`config.mk`:
```
export PLATFORM = sky130hd
export DESIGN_NAME = control_fsm_flat
export DESIGN_NICKNAME = d
export VERILOG_FILES = /design/src/rtl/control_fsm_pkg.sv /design/src/rtl/control_fsm_if.sv /design/src/rtl/control_fsm_inst_decode.sv /design/src/rtl/control_fsm.sv /design/src/flat_wrapper.sv
export SDC_FILE = /design/constraint.sdc
export NUM_CORES = 1
export LEC_CHECK = 0
export CORE_MARGIN = 2
export CORE_UTILIZATION = 43
export DETAILED_ROUTE_END_ITERATION = 10
export PLACE_DENSITY_LB_ADDON = 0.2
export SLEW_MARGIN = 0
export SYNTH_ARGS = -nofsm -noshare
export SYNTH_HDL_FRONTEND = slang
export SYNTH_SLANG_ARGS = --single-unit
```
`constraint.sdc`:
```
create_clock -name clk -period 2 [get_ports clk]
set_input_delay 0.3 -clock clk [delete_from_list [all_inputs] [get_ports clk]]
set_output_delay 0.3 -clock clk [all_outputs]
set_load 0.05 [all_outputs]
```
`src/rtl/control_fsm_pkg.sv`:
```
// Shared types and encodings for the 16-bit processor control unit:
// FSM states, instruction classes, opcode/ext fields and ALU operation codes.
package proc_ctrl_pkg;

    typedef enum logic [2:0] {
        S_FETCH,
        S_DECODE,
        S_EXEC,
        S_SHIFT,
        S_WB,
        S_MEMRD,
        S_LDWB,
        S_MEMWR
    } state_e;

    typedef enum logic [2:0] {
        ALU_R,
        ALU_I,
        SHIFT,
        LOAD,
        STOR,
        ILLEGAL
    } class_e;

    localparam logic [3:0] OP_RTYPE = 4'b0000;
    localparam logic [3:0] OP_SHIFT = 4'b1000;
    localparam logic [3:0] OP_MEM   = 4'b0100;

    // ALU selectors: the R-type ext code and the I-type op share these values
    localparam logic [3:0] SEL_AND = 4'b0001;
    localparam logic [3:0] SEL_OR  = 4'b0010;
    localparam logic [3:0] SEL_XOR = 4'b0011;
    localparam logic [3:0] SEL_ADD = 4'b0101;
    localparam logic [3:0] SEL_SUB = 4'b1001;
    localparam logic [3:0] SEL_CMP = 4'b1011;
    localparam logic [3:0] SEL_MOV = 4'b1101;

    localparam logic [3:0] EXT_LSH  = 4'b0100;
    localparam logic [3:0] EXT_LOAD = 4'b0000;
    localparam logic [3:0] EXT_STOR = 4'b0100;

    localparam logic [3:0] ALU_ADD = 4'b0000;
    localparam logic [3:0] ALU_SUB = 4'b0001;
    localparam logic [3:0] ALU_AND = 4'b0010;
    localparam logic [3:0] ALU_OR  = 4'b0011;
    localparam logic [3:0] ALU_XOR = 4'b0100;
    localparam logic [3:0] ALU_CMP = 4'b0101;
    localparam logic [3:0] ALU_MOV = 4'b0110;

    localparam logic [1:0] MUX4_SRC  = 2'b00;
    localparam logic [1:0] MUX4_SIGN = 2'b01;
    localparam logic [1:0] REGPC_SRC = 2'b00;

    typedef struct packed {
        logic [3:0] alu_control;
        logic       pc_reg_en;
        logic       src_reg_en;
        logic       dst_reg_en;
        logic       imm_reg_en;
        logic       result_reg_en;
        logic       sign_en;
        logic       reg_file_en;
        logic       pc_reg_mux_en;
        logic       shift_alu_mux_en;
        logic       reg_imm_mux_en;
        logic       ex_mem_result_en;
        logic       ir_s;
        logic [1:0] mux4_en;
        logic [1:0] regpc_cont;
        logic       mem_read;
        logic       mem_write;
        logic       inst_done;
        logic       illegal;
    } ctrl_t;

    function automatic logic is_alu_sel(input logic [3:0] sel);
        case (sel)
            SEL_AND, SEL_OR, SEL_XOR, SEL_ADD,
            SEL_SUB, SEL_CMP, SEL_MOV: return 1'b1;
            default:                   return 1'b0;
        endcase
    endfunction

    function automatic logic [3:0] alu_code(input logic [3:0] sel);
        case (sel)
            SEL_AND: return ALU_AND;
            SEL_OR:  return ALU_OR;
            SEL_XOR: return ALU_XOR;
            SEL_SUB: return ALU_SUB;
            SEL_CMP: return ALU_CMP;
            SEL_MOV: return ALU_MOV;
            default: return ALU_ADD;
        endcase
    endfunction

endpackage

```
`src/rtl/control_fsm_if.sv`:
```
// Instruction input and datapath control bundle between the control unit
// (master) and the datapath it steers (slave).
interface control_fsm_if;
    logic [15:0] instruction;
    logic [3:0]  aluControl;
    logic        pcRegEn;
    logic        srcRegEn;
    logic        dstRegEn;
    logic        immRegEn;
    logic        resultRegEn;
    logic        signEn;
    logic        regFileEn;
    logic        pcRegMuxEn;
    logic        shiftALUMuxEn;
    logic        regImmMuxEn;
    logic        exMemResultEn;
    logic        irS;
    logic [1:0]  mux4En;
    logic [1:0]  regpcCont;
    logic        memRead;
    logic        memWrite;
    logic        instDone;
    logic        illegal;

    modport master (
        input  instruction,
        output aluControl, pcRegEn, srcRegEn, dstRegEn, immRegEn, resultRegEn,
               signEn, regFileEn, pcRegMuxEn, shiftALUMuxEn, regImmMuxEn,
               exMemResultEn, irS, mux4En, regpcCont, memRead, memWrite,
               instDone, illegal
    );

    modport slave (
        output instruction,
        input  aluControl, pcRegEn, srcRegEn, dstRegEn, immRegEn, resultRegEn,
               signEn, regFileEn, pcRegMuxEn, shiftALUMuxEn, regImmMuxEn,
               exMemResultEn, irS, mux4En, regpcCont, memRead, memWrite,
               instDone, illegal
    );
endinterface

```
`src/rtl/control_fsm_inst_decode.sv`:
```
// Classifies the latched op/ext fields into an instruction class and derives
// the ALU operation, immediate-operand and compare flags.
module inst_decode
    import proc_ctrl_pkg::*;
(
    input  logic [3:0] i_op,
    input  logic [3:0] i_ext,
    output class_e     o_class,
    output logic [3:0] o_alu_control,
    output logic       o_is_imm,
    output logic       o_is_cmp
);

    always_comb begin
        // NOTE: every output gets a default before any branch so no latch is inferred.
        o_class       = ILLEGAL;
        o_alu_control = ALU_ADD;
        o_is_imm      = 1'b0;
        o_is_cmp      = 1'b0;

        if (i_op == OP_RTYPE) begin
            if (is_alu_sel(i_ext)) begin
                o_class       = ALU_R;
                o_alu_control = alu_code(i_ext);
                o_is_cmp      = (i_ext == SEL_CMP);
            end
        end else if (is_alu_sel(i_op)) begin
            o_class       = ALU_I;
            o_alu_control = alu_code(i_op);
            o_is_imm      = 1'b1;
            o_is_cmp      = (i_op == SEL_CMP);
        end else if (i_op == OP_SHIFT) begin
            if (i_ext == EXT_LSH) begin
                o_class = SHIFT;
            end else if (i_ext[3:1] == 3'b000) begin
                o_class  = SHIFT;
                o_is_imm = 1'b1;
            end
        end else if (i_op == OP_MEM) begin
            if (i_ext == EXT_LOAD) begin
                o_class = LOAD;
            end else if (i_ext == EXT_STOR) begin
                o_class = STOR;
            end
        end
    end

endmodule

```
`src/rtl/control_fsm.sv`:
```
// Multi-cycle Moore control unit: latches op/ext at the end of FETCH and
// steps FETCH/DECODE/EXEC|SHIFT|MEMRD|MEMWR/WB|LDWB, driving the datapath.
module control_fsm
    import proc_ctrl_pkg::*;
(
    input  logic          clk,
    input  logic          reset,
    control_fsm_if.master bus
);

    state_e     r_state;
    logic [3:0] r_op;
    logic [3:0] r_ext;

    class_e     w_class;
    logic [3:0] w_alu_control;
    logic       w_is_imm;
    logic       w_is_cmp;
    ctrl_t      w_ctrl;

    inst_decode u_inst_decode (
        .i_op          (r_op),
        .i_ext         (r_ext),
        .o_class       (w_class),
        .o_alu_control (w_alu_control),
        .o_is_imm      (w_is_imm),
        .o_is_cmp      (w_is_cmp)
    );

    // NOTE: sequential state uses non-blocking assignments so all registers update together.
    always_ff @(posedge clk or negedge reset) begin
        if (!reset) begin
            r_state <= S_FETCH;
            r_op    <= 4'b0000;
            r_ext   <= 4'b0000;
        end else begin
            case (r_state)
                S_FETCH: begin
                    r_op    <= bus.instruction[15:12];
                    r_ext   <= bus.instruction[7:4];
                    r_state <= S_DECODE;
                end
                S_DECODE: begin
                    case (w_class)
                        ALU_R, ALU_I: r_state <= S_EXEC;
                        SHIFT:        r_state <= S_SHIFT;
                        LOAD:         r_state <= S_MEMRD;
                        STOR:         r_state <= S_MEMWR;
                        default:      r_state <= S_FETCH;
                    endcase
                end
                S_EXEC:  r_state <= w_is_cmp ? S_FETCH : S_WB;
                S_SHIFT: r_state <= S_WB;
                S_MEMRD: r_state <= S_LDWB;
                default: r_state <= S_FETCH;
            endcase
        end
    end

    // NOTE: reset gates the decode so outputs drop the instant reset asserts,
    // even though FETCH (the reset state) normally drives memRead/pcRegEn.
    always_comb begin
        w_ctrl = '0;
        if (reset) begin
            if (r_state != S_FETCH) begin
                w_ctrl.alu_control = w_alu_control;
            end
            case (r_state)
                S_FETCH: begin
                    w_ctrl.mem_read  = 1'b1;
                    w_ctrl.pc_reg_en = 1'b1;
                end
                S_DECODE: begin
                    w_ctrl.src_reg_en = 1'b1;
                    w_ctrl.dst_reg_en = 1'b1;
                    w_ctrl.imm_reg_en = 1'b1;
                    w_ctrl.ir_s       = w_is_imm;
                    w_ctrl.sign_en    = w_is_imm;
                    w_ctrl.illegal    = (w_class == ILLEGAL);
                    w_ctrl.inst_done  = (w_class == ILLEGAL);
                end
                S_EXEC: begin
                    w_ctrl.result_reg_en = 1'b1;
                    w_ctrl.mux4_en       = (w_class == ALU_I) ? MUX4_SIGN : MUX4_SRC;
                    w_ctrl.inst_done     = w_is_cmp;
                end
                S_SHIFT: begin
                    w_ctrl.result_reg_en    = 1'b1;
                    w_ctrl.shift_alu_mux_en = 1'b1;
                    w_ctrl.reg_imm_mux_en   = w_is_imm;
                end
                S_WB: begin
                    w_ctrl.reg_file_en = 1'b1;
                    w_ctrl.inst_done   = 1'b1;
                end
                S_MEMRD: begin
                    w_ctrl.mem_read   = 1'b1;
                    w_ctrl.regpc_cont = REGPC_SRC;
                end
                S_LDWB: begin
                    w_ctrl.reg_file_en      = 1'b1;
                    w_ctrl.ex_mem_result_en = 1'b1;
                    w_ctrl.inst_done        = 1'b1;
                end
                S_MEMWR: begin
                    w_ctrl.mem_write  = 1'b1;
                    w_ctrl.regpc_cont = REGPC_SRC;
                    w_ctrl.inst_done  = 1'b1;
                end
                default: ;
            endcase
        end
    end

    assign bus.aluControl    = w_ctrl.alu_control;
    assign bus.pcRegEn       = w_ctrl.pc_reg_en;
    assign bus.srcRegEn      = w_ctrl.src_reg_en;
    assign bus.dstRegEn      = w_ctrl.dst_reg_en;
    assign bus.immRegEn      = w_ctrl.imm_reg_en;
    assign bus.resultRegEn   = w_ctrl.result_reg_en;
    assign bus.signEn        = w_ctrl.sign_en;
    assign bus.regFileEn     = w_ctrl.reg_file_en;
    assign bus.pcRegMuxEn    = w_ctrl.pc_reg_mux_en;
    assign bus.shiftALUMuxEn = w_ctrl.shift_alu_mux_en;
    assign bus.regImmMuxEn   = w_ctrl.reg_imm_mux_en;
    assign bus.exMemResultEn = w_ctrl.ex_mem_result_en;
    assign bus.irS           = w_ctrl.ir_s;
    assign bus.mux4En        = w_ctrl.mux4_en;
    assign bus.regpcCont     = w_ctrl.regpc_cont;
    assign bus.memRead       = w_ctrl.mem_read;
    assign bus.memWrite      = w_ctrl.mem_write;
    assign bus.instDone      = w_ctrl.inst_done;
    assign bus.illegal       = w_ctrl.illegal;

endmodule

```
`src/flat_wrapper.sv`:
```
// flat-port wrapper written by rule: the top's interface ports become plain ports
module control_fsm_flat import proc_ctrl_pkg::*;
  (clk, reset, bus_instruction, bus_aluControl, bus_pcRegEn, bus_srcRegEn, bus_dstRegEn, bus_immRegEn, bus_resultRegEn, bus_signEn, bus_regFileEn, bus_pcRegMuxEn, bus_shiftALUMuxEn, bus_regImmMuxEn, bus_exMemResultEn, bus_irS, bus_mux4En, bus_regpcCont, bus_memRead, bus_memWrite, bus_instDone, bus_illegal);
  control_fsm_if bus_i ();
  input  logic clk;
  input  logic reset;
  input wire logic [$bits(bus_i.instruction)-1:0] bus_instruction;
  output wire logic [$bits(bus_i.aluControl)-1:0] bus_aluControl;
  output wire logic [$bits(bus_i.pcRegEn)-1:0] bus_pcRegEn;
  output wire logic [$bits(bus_i.srcRegEn)-1:0] bus_srcRegEn;
  output wire logic [$bits(bus_i.dstRegEn)-1:0] bus_dstRegEn;
  output wire logic [$bits(bus_i.immRegEn)-1:0] bus_immRegEn;
  output wire logic [$bits(bus_i.resultRegEn)-1:0] bus_resultRegEn;
  output wire logic [$bits(bus_i.signEn)-1:0] bus_signEn;
  output wire logic [$bits(bus_i.regFileEn)-1:0] bus_regFileEn;
  output wire logic [$bits(bus_i.pcRegMuxEn)-1:0] bus_pcRegMuxEn;
  output wire logic [$bits(bus_i.shiftALUMuxEn)-1:0] bus_shiftALUMuxEn;
  output wire logic [$bits(bus_i.regImmMuxEn)-1:0] bus_regImmMuxEn;
  output wire logic [$bits(bus_i.exMemResultEn)-1:0] bus_exMemResultEn;
  output wire logic [$bits(bus_i.irS)-1:0] bus_irS;
  output wire logic [$bits(bus_i.mux4En)-1:0] bus_mux4En;
  output wire logic [$bits(bus_i.regpcCont)-1:0] bus_regpcCont;
  output wire logic [$bits(bus_i.memRead)-1:0] bus_memRead;
  output wire logic [$bits(bus_i.memWrite)-1:0] bus_memWrite;
  output wire logic [$bits(bus_i.instDone)-1:0] bus_instDone;
  output wire logic [$bits(bus_i.illegal)-1:0] bus_illegal;
  assign bus_i.instruction = bus_instruction;
  assign bus_aluControl = bus_i.aluControl;
  assign bus_pcRegEn = bus_i.pcRegEn;
  assign bus_srcRegEn = bus_i.srcRegEn;
  assign bus_dstRegEn = bus_i.dstRegEn;
  assign bus_immRegEn = bus_i.immRegEn;
  assign bus_resultRegEn = bus_i.resultRegEn;
  assign bus_signEn = bus_i.signEn;
  assign bus_regFileEn = bus_i.regFileEn;
  assign bus_pcRegMuxEn = bus_i.pcRegMuxEn;
  assign bus_shiftALUMuxEn = bus_i.shiftALUMuxEn;
  assign bus_regImmMuxEn = bus_i.regImmMuxEn;
  assign bus_exMemResultEn = bus_i.exMemResultEn;
  assign bus_irS = bus_i.irS;
  assign bus_mux4En = bus_i.mux4En;
  assign bus_regpcCont = bus_i.regpcCont;
  assign bus_memRead = bus_i.memRead;
  assign bus_memWrite = bus_i.memWrite;
  assign bus_instDone = bus_i.instDone;
  assign bus_illegal = bus_i.illegal;
  control_fsm u_core (.clk(clk), .reset(reset), .bus(bus_i));
endmodule
```
==> metrics.md, run 1 <==
| Metric | Value |
|---|---|
| Worst R2R Start | `u_core.r_op[0]` |
| Leading area contributor after synthesis | `dfrtp_1` |
| I/O Buffers | `28` |
| Mux contribution to synthesized area | `around 6.7%` |
| Peak supply drop | `1.22 mV` |
| Post-synth top area share | `a little over a quarter` |
| Clock insertion delay at the later pin of the skew report | `260 ps` |
| Ys flop type | `dfrtp_1` |
| Leakage | `0.000767 uW` |
| Detailed-route wire length per cell | `roughly 18 um` |
| Clock skew | `0.863 ps` |
| First-pass iteration count of the detailed router | `4` |
| RSZ-0062 raised after global routing | `true` |
| Setup crit start kind | `register` |
| Post-Synth Simple-Gate Area | `a little over a quarter` |
| Die Ht | `roughly 52 um` |
| Most common cell after layout, fill and taps aside | `buf_4` |
| Largest net degree at the start of global routing | `15` |
| # placed instances | `about 170` |
| MaxCap Viol Count | `0` |
| Via count | `about 1.1k` |
| Antenna viol nets, final | `0` |
| Worst-path clk slew | `around 70 ps` |
| Core Rows | `17` |
| CP Capture Type | `output pin` |
| Mapped Area | `between 0.001 and 0.0015 mm^2` |
| Layout area overhead | `83.3%` |
| Die ar. | `around 0.0027 mm^2` |
| Core ar. | `~0.0022 mm^2` |
| Die width | `between 50 and 60 um` |
| Largest family of logic cells by synthesized area | `simple AND/OR/NAND/NOR gates` |
| Via/cell ratio | `roughly 5.8` |
| RR Endpoint | `u_core.r_state[1]` |
| Final wirelength | `3560 um` |
| Number of flops mapped to enable cells by yosys | `0` |
| Synth async-reset ratio | `100%` |
| Clk buf depth | `2` |
| GRT overflow | `0` |
| CTS tree | `built` |
| Final setup viols | `4` |
| Fmax | `around 480 MHz` |
| Htree depth | `1` |
| Layout Utilization | `between 80% and 90%` |
| Final period util | `105%` |
| Post-Synth Adder-Cell Area | `0%` |
| Detailed Route Iter0 Violations | `45` |
| Placer Congestion | `~0.85` |
| Outcome | `finished with violations` |
| Clock sinks | `11` |
| Global-route wire length before repair | `~5000 um` |
| All-Layer GR Usage | `around a quarter` |
| Ant diodes | `0` |
| CP Data Required Time | `around 1700 ps` |
| Share of cells above drive strength 1 | `around 57%` |
| #FFs+latches synth | `11` |
| Layout Nets | `188` |
| Reg2Reg Depth | `6` |
| Hold WS | `434 ps` |
| Pre-CTS setup slack | `between 70 and 80 ps` |
| Register area share after synthesis | `27.4%` |
| Final worst slack | `-98.3 ps` |
| Final min period | `~2100 ps` |
| Reg2Reg Setup Slack | `approximately 460 ps` |
| # DRC | `0` |
| Slew Viols, Final | `0` |
| Syn Area/Cell | `~8.4 um^2` |
| Yosys warning total | `0` |
| Top area cells in the synthesized netlist | `dfrtp_1 (27%), mux2_2 (6.7%), buf_4 (6.0%)` |
| Io pins | `42` |
| Clock root cell | `clkbuf_4` |
| Synth Area in XOR/XNOR | `1.75%` |
| P per Cell Area | `between 1500 and 2000 mW/mm^2` |
| Filler Cell Count | `119` |
| Post-Layout Cell Count | `between 150 and 200` |
| Vias in the first global route | `about 1.1k` |
| Hold-fix buffer count after cts | `0` |
| Violated checks | `setup timing` |
| Initial Util | `a little under half` |
| Syn Inst Count | `119` |
| CP Data Arrival Time | `1800 ps` |
| Final hold vios | `0` |
| Count of different cell masters after synthesis | `40` |
| Worst min path class | `primary input to asynchronous set/reset pin` |
| Critical path class | `register to output pin` |
| Worst-path fanout max | `8` |
| Initial antenna violation count | `0` |
| CTS buffer count | `3` |
| DP Wirelength | `just under 2000 um` |
| Commonest non-fill, non-tap cells in the layout | `buf_4 (26), buf_12 (18), nand2_1 (10)` |
| Compound-Gate Fraction of Synth Area | `between 15 and 20%` |
| Total Power | `between 3000 and 4000 uW` |
[synth_stat cells, types with 2 or more instances]
cell type / number
dfrtp_1: 11
nor2_1: 11
nand2_1: 10
o21ai_0: 9
buf_4: 8
mux2_2: 6
a21oi_1: 5
buf_6: 5
inv_1: 5
and2_1: 4
buf_2: 3
nand2b_1: 3
nor3_1: 3
a221oi_1: 2
a31oi_1: 2
and3_1: 2
clkbuf_8: 2
nand3_1: 2
nor3b_1: 2
nor4b_1: 2
o211ai_1: 2
o22ai_1: 2
[metrics by stage]
step | area [um^2] | setup TNS [ps]
after floorplan | 1060 | -185
after global placement | 1510 | 0
after detailed placement | 1510 | 0
after CTS | 1720 | -153
after global routing | 1840 | -731
final | 1840 | -260
[repair_timing]
action,4_1_cts,5_1_grt
gates resized for setup,20,21
pin swaps,7,14
buffers inserted,16,4
setup endpoints to repair,9,10
[area by class of cell]
| class | instances | area, um^2 | share of cell area [%] |
|---|---|---|---|
| Clock buffer | 4 | 26.3 | 1.43 |
| Timing Repair Buffer | 60 | 752 | 40.9 |
| Multi-Input combinational cell | 89 | 723 | 39.3 |
| Inverter | 5 | 18.8 | 1.02 |
| Sequential cell | 11 | 284 | 15.4 |
| Tap cell | 28 | 35.0 | 1.90 |
[per-layer routing]
layer  GRT usage (%)  up-vias  part of all wire [%]
met2            39.4       74                    52
met1            27.6      535                    38
met5               0        -                     0
met3            5.43       15                   7.8
met4            15.4        0                   2.3
li1                -      510                     -
[sequential cells by signal (all words and copies together), names as in the netlist]
signal,cells
u_core.r_ext,4
u_core.r_state,3
u_core.r_op,4
[worst max path at each step]
stage	from	to	slack [ps]
after detailed placement	u_core.r_op[2]	bus_instDone	80
after global placement	u_core.r_op[2]	bus_instDone	70
after CTS	u_core.r_ext[3]	bus_aluControl[0]	-60
final	u_core.r_ext[2]	bus_aluControl[1]	-100
after floorplan	u_core.r_state[2]	bus_mux4En[0]	-150
after global routing	u_core.r_ext[2]	bus_aluControl[1]	-160
[worst max-delay path, cell delays in order, from the launching register on]
cell	delay (ps)
dfrtp_2	490
xor2_1	190
nor3b_2	220
o21ai_1	160
a221oi_4	280
clkbuf_16	210
[kinds of logic after synthesis]
| kind of cell | count (synthesis) |
|---|---|
| buffers and inverters | 23 |
| xor gates and xnor gates | 2 |
| muxes | 6 |
| DFF | 11 |
| AOI/OAI and AO/OA | 30 |
| other | 1 |
| and+or+nand+nor | 46 |
[where the power goes]
part	switching [uW]	total, uW	internal (uW)
Sequential	229	575	346
Combinational	1350	2600	1240
Clock	71.3	148	77.0
Power figures use the tool's default switching activity.
==> inputs of run 2 (changes only) <==
--- a/config.mk
+++ b/config.mk
@@ -7,6 +7,7 @@
 export LEC_CHECK = 0
 export CORE_MARGIN = 2
 export CORE_UTILIZATION = 43
+export CTS_CLUSTER_SIZE = 14
 export DETAILED_ROUTE_END_ITERATION = 10
 export PLACE_DENSITY_LB_ADDON = 0.2
 export SLEW_MARGIN = 0
==> results of run 2 <==
Final layout, timing and power as in run 1 (identical DEF).
==> inputs of run 3 (changes only) <==
--- a/config.mk
+++ b/config.mk
@@ -5,12 +5,15 @@
 export SDC_FILE = /design/constraint.sdc
 export NUM_CORES = 1
 export LEC_CHECK = 0
+export CORE_ASPECT_RATIO = 0.5
 export CORE_MARGIN = 2
 export CORE_UTILIZATION = 43
 export CTS_CLUSTER_SIZE = 14
 export DETAILED_ROUTE_END_ITERATION = 10
 export PLACE_DENSITY_LB_ADDON = 0.2
+export RECOVER_POWER = 100
 export SLEW_MARGIN = 0
 export SYNTH_ARGS = -nofsm -noshare
 export SYNTH_HDL_FRONTEND = slang
+export SYNTH_HIERARCHICAL = 1
 export SYNTH_SLANG_ARGS = --single-unit
==> metrics.md, run 3 <==
| Metric | Value |
|---|---|
| Worst-path fanout max | `6 (-2)` |
| Sw frac | `49.0% (-0.84 points)` |
| Vias in the first global route | `1,244 (+16%)` |
| Layout area overhead | `89.6%` |
| Pin slew with the least headroom to its limit | `964 ps` |
| DP Wirelength | `2410 um (+25%)` |
| Core Rows | `13 (-4)` |
| Ys flop type | `dfrtp_1` |
| Critical path class | `register to output pin` |
| Core ar. | `0.00254 mm^2 (+15%)` |
| Final wirelength | `4690 um (+32%)` |
| Reg2Reg Setup Slack | `-240 ps (-700 ps)` |
| Placer Congestion | `0.854 (about the same)` |
| Largest net degree at the start of global routing | `14 (-1)` |
| Register area | `284 um^2 (unchanged)` |
| Outcome | `finished with violations` |
| Internal | `2170 uW (+30%)` |
| CTS buffer count | `3 (unchanged)` |
| P per Cell Area | `1990 mW/mm^2 (+10%)` |
| # DRC | `0 (unchanged)` |
| GRT overflow | `0 (unchanged)` |
| Layout Nets | `239 (+27%)` |
| Count of different cell masters after synthesis | `45 (+13%)` |
| Filler Cell Count | `143 (+20%)` |
| Mapped Area | `0.00113 mm^2 (+12%)` |
| Syn Inst Count | `156 (+31%)` |
| MaxCap Viol Count | `0 (unchanged)` |
| Mux contribution to synthesized area | `0% (-6.7 points)` |
| Most common cell after layout, fill and taps aside | `nand2_1` |
| Reg power frac | `13.5% (-3.8 points)` |
| Initial antenna violation count | `0 (unchanged)` |
| Setup crit start kind | `register` |
| Slew Viols, Final | `0 (unchanged)` |
| Clock sinks | `11 (unchanged)` |
| Worst-path clk slew | `50 ps (-20 ps)` |
| Post-Synth Simple-Gate Area | `39.4% (+13 points)` |
| Final hold vios | `0 (unchanged)` |
| Worst min path class | `primary input to asynchronous set/reset pin` |
| Biggest regs | `u_core/r_ext: 4 flops, u_core/r_op: 4 flops, u_core/r_state: 3 flops` |
| Leading area contributor after synthesis | `dfrtp_1` |
| Final min period | `2410 ps (+312 ps)` |
| CP Data Required Time | `1700 ps (about the same)` |
| Compound-Gate Fraction of Synth Area | `19.2% (-0.23 points)` |
| Yosys warning total | `6 (+6)` |
| Worst R2R Start | `u_core/r_ext[2]` |
| Synth Area in XOR/XNOR | `1.56% (-0.19 points)` |
| Die Ht | `40.2 um (-23%)` |
| CP Capture Type | `output pin` |
| Register area share after synthesis | `24.4% (-3.0 points)` |
| Pre-CTS setup slack | `-174 ps (-250 ps)` |
| Final period util | `120% (+16 points)` |
| Number of flops mapped to enable cells by yosys | `0 (unchanged)` |
| Initial Util | `44.4% (-0.98 points)` |
| Clock insertion delay at the later pin of the skew report | `240 ps (-20 ps)` |
| #FFs+latches synth | `11 (unchanged)` |
| Post-synth top area share | `24.4% (-3.0 points)` |
| DR top layer | `met4` |
| Htree depth | `1 (unchanged)` |
| Peak supply drop | `1.32 mV (+8.9%)` |
| Clk buf depth | `2 (unchanged)` |
| Largest family of logic cells by synthesized area | `simple AND/OR/NAND/NOR gates` |
| Clock network power share | `5.5% (+1.0 points)` |
| Final setup viols | `12 (+8)` |
| Fmax | `415 MHz (-13%)` |
| Ant diodes | `0 (unchanged)` |
| I/O Buffers | `28 (unchanged)` |
| Routed length on met3 | `354 um (+27%)` |
| Hold WS | `297 ps (-136 ps)` |
| Detailed Route Iter0 Violations | `128 (+180%)` |
| CTS tree | `built` |
| Share of cells above drive strength 1 | `56.8% (-0.58 points)` |
| Via count | `1,475 (+30%)` |
| Wire length on met1 | `1790 um (+33%)` |
| Rel. slew slack | `a little over a third` |
| Comb pwr share | `81.0% (+2.8 points)` |
| Post-Synth Adder-Cell Area | `0% (unchanged)` |
| Syn Area/Cell | `7.22 um^2 (-14%)` |
| Top area cells in the synthesized netlist | `dfrtp_1 (24%), nand2_1 (11%), buf_4 (7.3%)` |
| Setup TNS | `-2110 ps (-1850 ps)` |
| Detailed-route wire length per cell | `18.3 um (+1.1%)` |
| Die width | `76.4 um (+46%)` |
| Multi-input logic area | `911 um^2 (+26%)` |
| Io pins | `42 (unchanged)` |
| Worst setup path start | `u_core/r_ext[3]` |
| Total net switching power | `2080 uW (+26%)` |
| First-pass iteration count of the detailed router | `5 (+1)` |
| All-Layer GR Usage | `26.5% (+2.5 points)` |
| Global-route wire length before repair | `6040 um (+23%)` |
| Antenna viol nets, final | `0 (unchanged)` |
| Die ar. | `0.00307 mm^2 (+12%)` |
| CP Data Arrival Time | `2110 ps (+310 ps)` |
| Clock root cell | `clkbuf_8` |
| Final worst slack | `-410 ps (-312 ps)` |
| Violated checks | `setup timing` |
| Met2 WL | `2410 um (+30%)` |
| Synth async-reset ratio | `100% (unchanged)` |
| RSZ-0062 raised after global routing | `true` |
| Via/cell ratio | `5.74 (-0.30%)` |
| Most common cell in the synthesized netlist | `nand2_1` |
| Synth top cells by count | `nand2_1 (34), nor2_1 (16), buf_4 (11), dfrtp_1 (11), a21oi_1 (10)` |
| Leakage | `0.000942 uW (+23%)` |
| Clock skew | `2.52 ps (+1.66 ps)` |
| Commonest non-fill, non-tap cells in the layout | `nand2_1 (34), buf_4 (33), buf_6 (15)` |
==> run 3: cell count changes in the layout (fill, tap and decap cells not counted), sizes merged, moves of 4 or more <==
cell	previous run	this run
a21oi	6	10
nor2	11	16
buf	49	63
o21ai	10	6
and3	2	7
mux2	6	0
nand2	10	34
==> run 3: critical path, stage by stage, from the launching register on <==
cell and delay [ps]:
dfrtp_2 440, and2b_2 270, o21bai_1 220, a21oi_1 130, o221ai_2 240, nand4b_1 190, a31oi_4 220, buf_12 160
==> run 3: worst paths after layout <==
| check | to | depth (start not counted) |
|---|---|---|
| worst max-delay path | bus_instDone | 7 |
| worst min-delay path | u_core/r_state[0] | 1 |
| worst max register to register | u_core/r_state[0] | 9 |
| worst min register to register | u_core/r_state[1] | 1 |
| max in group asynchronous | u_core/r_op[2] | 2 |
| min in group clk | u_core/r_ext[3] | 3 |
==> run 3: per-layer routing <==
layer	up-vias	GRT usage, %
met5	-	0
met4	0	3.64
met3	20	5.63
met2	79	53.5
met1	724	31.3
li1	652	-
==> run 3: kinds of logic after synthesis <==
group	Yosys count
buffers and inverters	25
AND/OR/NAND/NOR	83
AO/OA/AOI/OAI	33
flip-flops	11
other	2
XOR/XNOR	2
==> run 3: through the flow <==
step | utilization, % | std cells | cell area (um^2) | power (uW)
3_3_place_gp | 69.2 | 234 | 1760 | 2860
5_1_grt | 84.1 | 257 | 2130 | 4450
2_1_floorplan | - | 159 | 1160 | 2000
3_5_place_dp | 69.2 | 234 | 1760 | 2920
4_1_cts | 82.0 | 253 | 2080 | 3780
6_report | 84.1 | 257 | 2130 | 4250
==> run 3: final cells by class <==
class                      count  area share [%]
clock buffer                   4            2.11
timing repair buffer          77            38.9
sequential                    11            13.3
inverter                       5           0.879
tap                           37            2.17
multi-input combinational    123            42.7
==> run 3: power groups by stage <==
stage               logic [uW]  registers (uW)  clock network (uW)
floorplan                 1590             401                   0
global placement          2340             525                   0
detailed placement        2390             529                   0
CTS                       2990             555                 229
global route              3610             589                 248
finish                    3450             573                 234
==> run 3: repair_timing <==
| action | CTS | global route |
|---|---|---|
| gates resized for setup | 46 | 27 |
| buffers inserted | 15 | 5 |
| hold buffers | 0 | 0 |
| endpoints found under the setup margin | 11 | 12 |
| pin swaps | 31 | 23 |
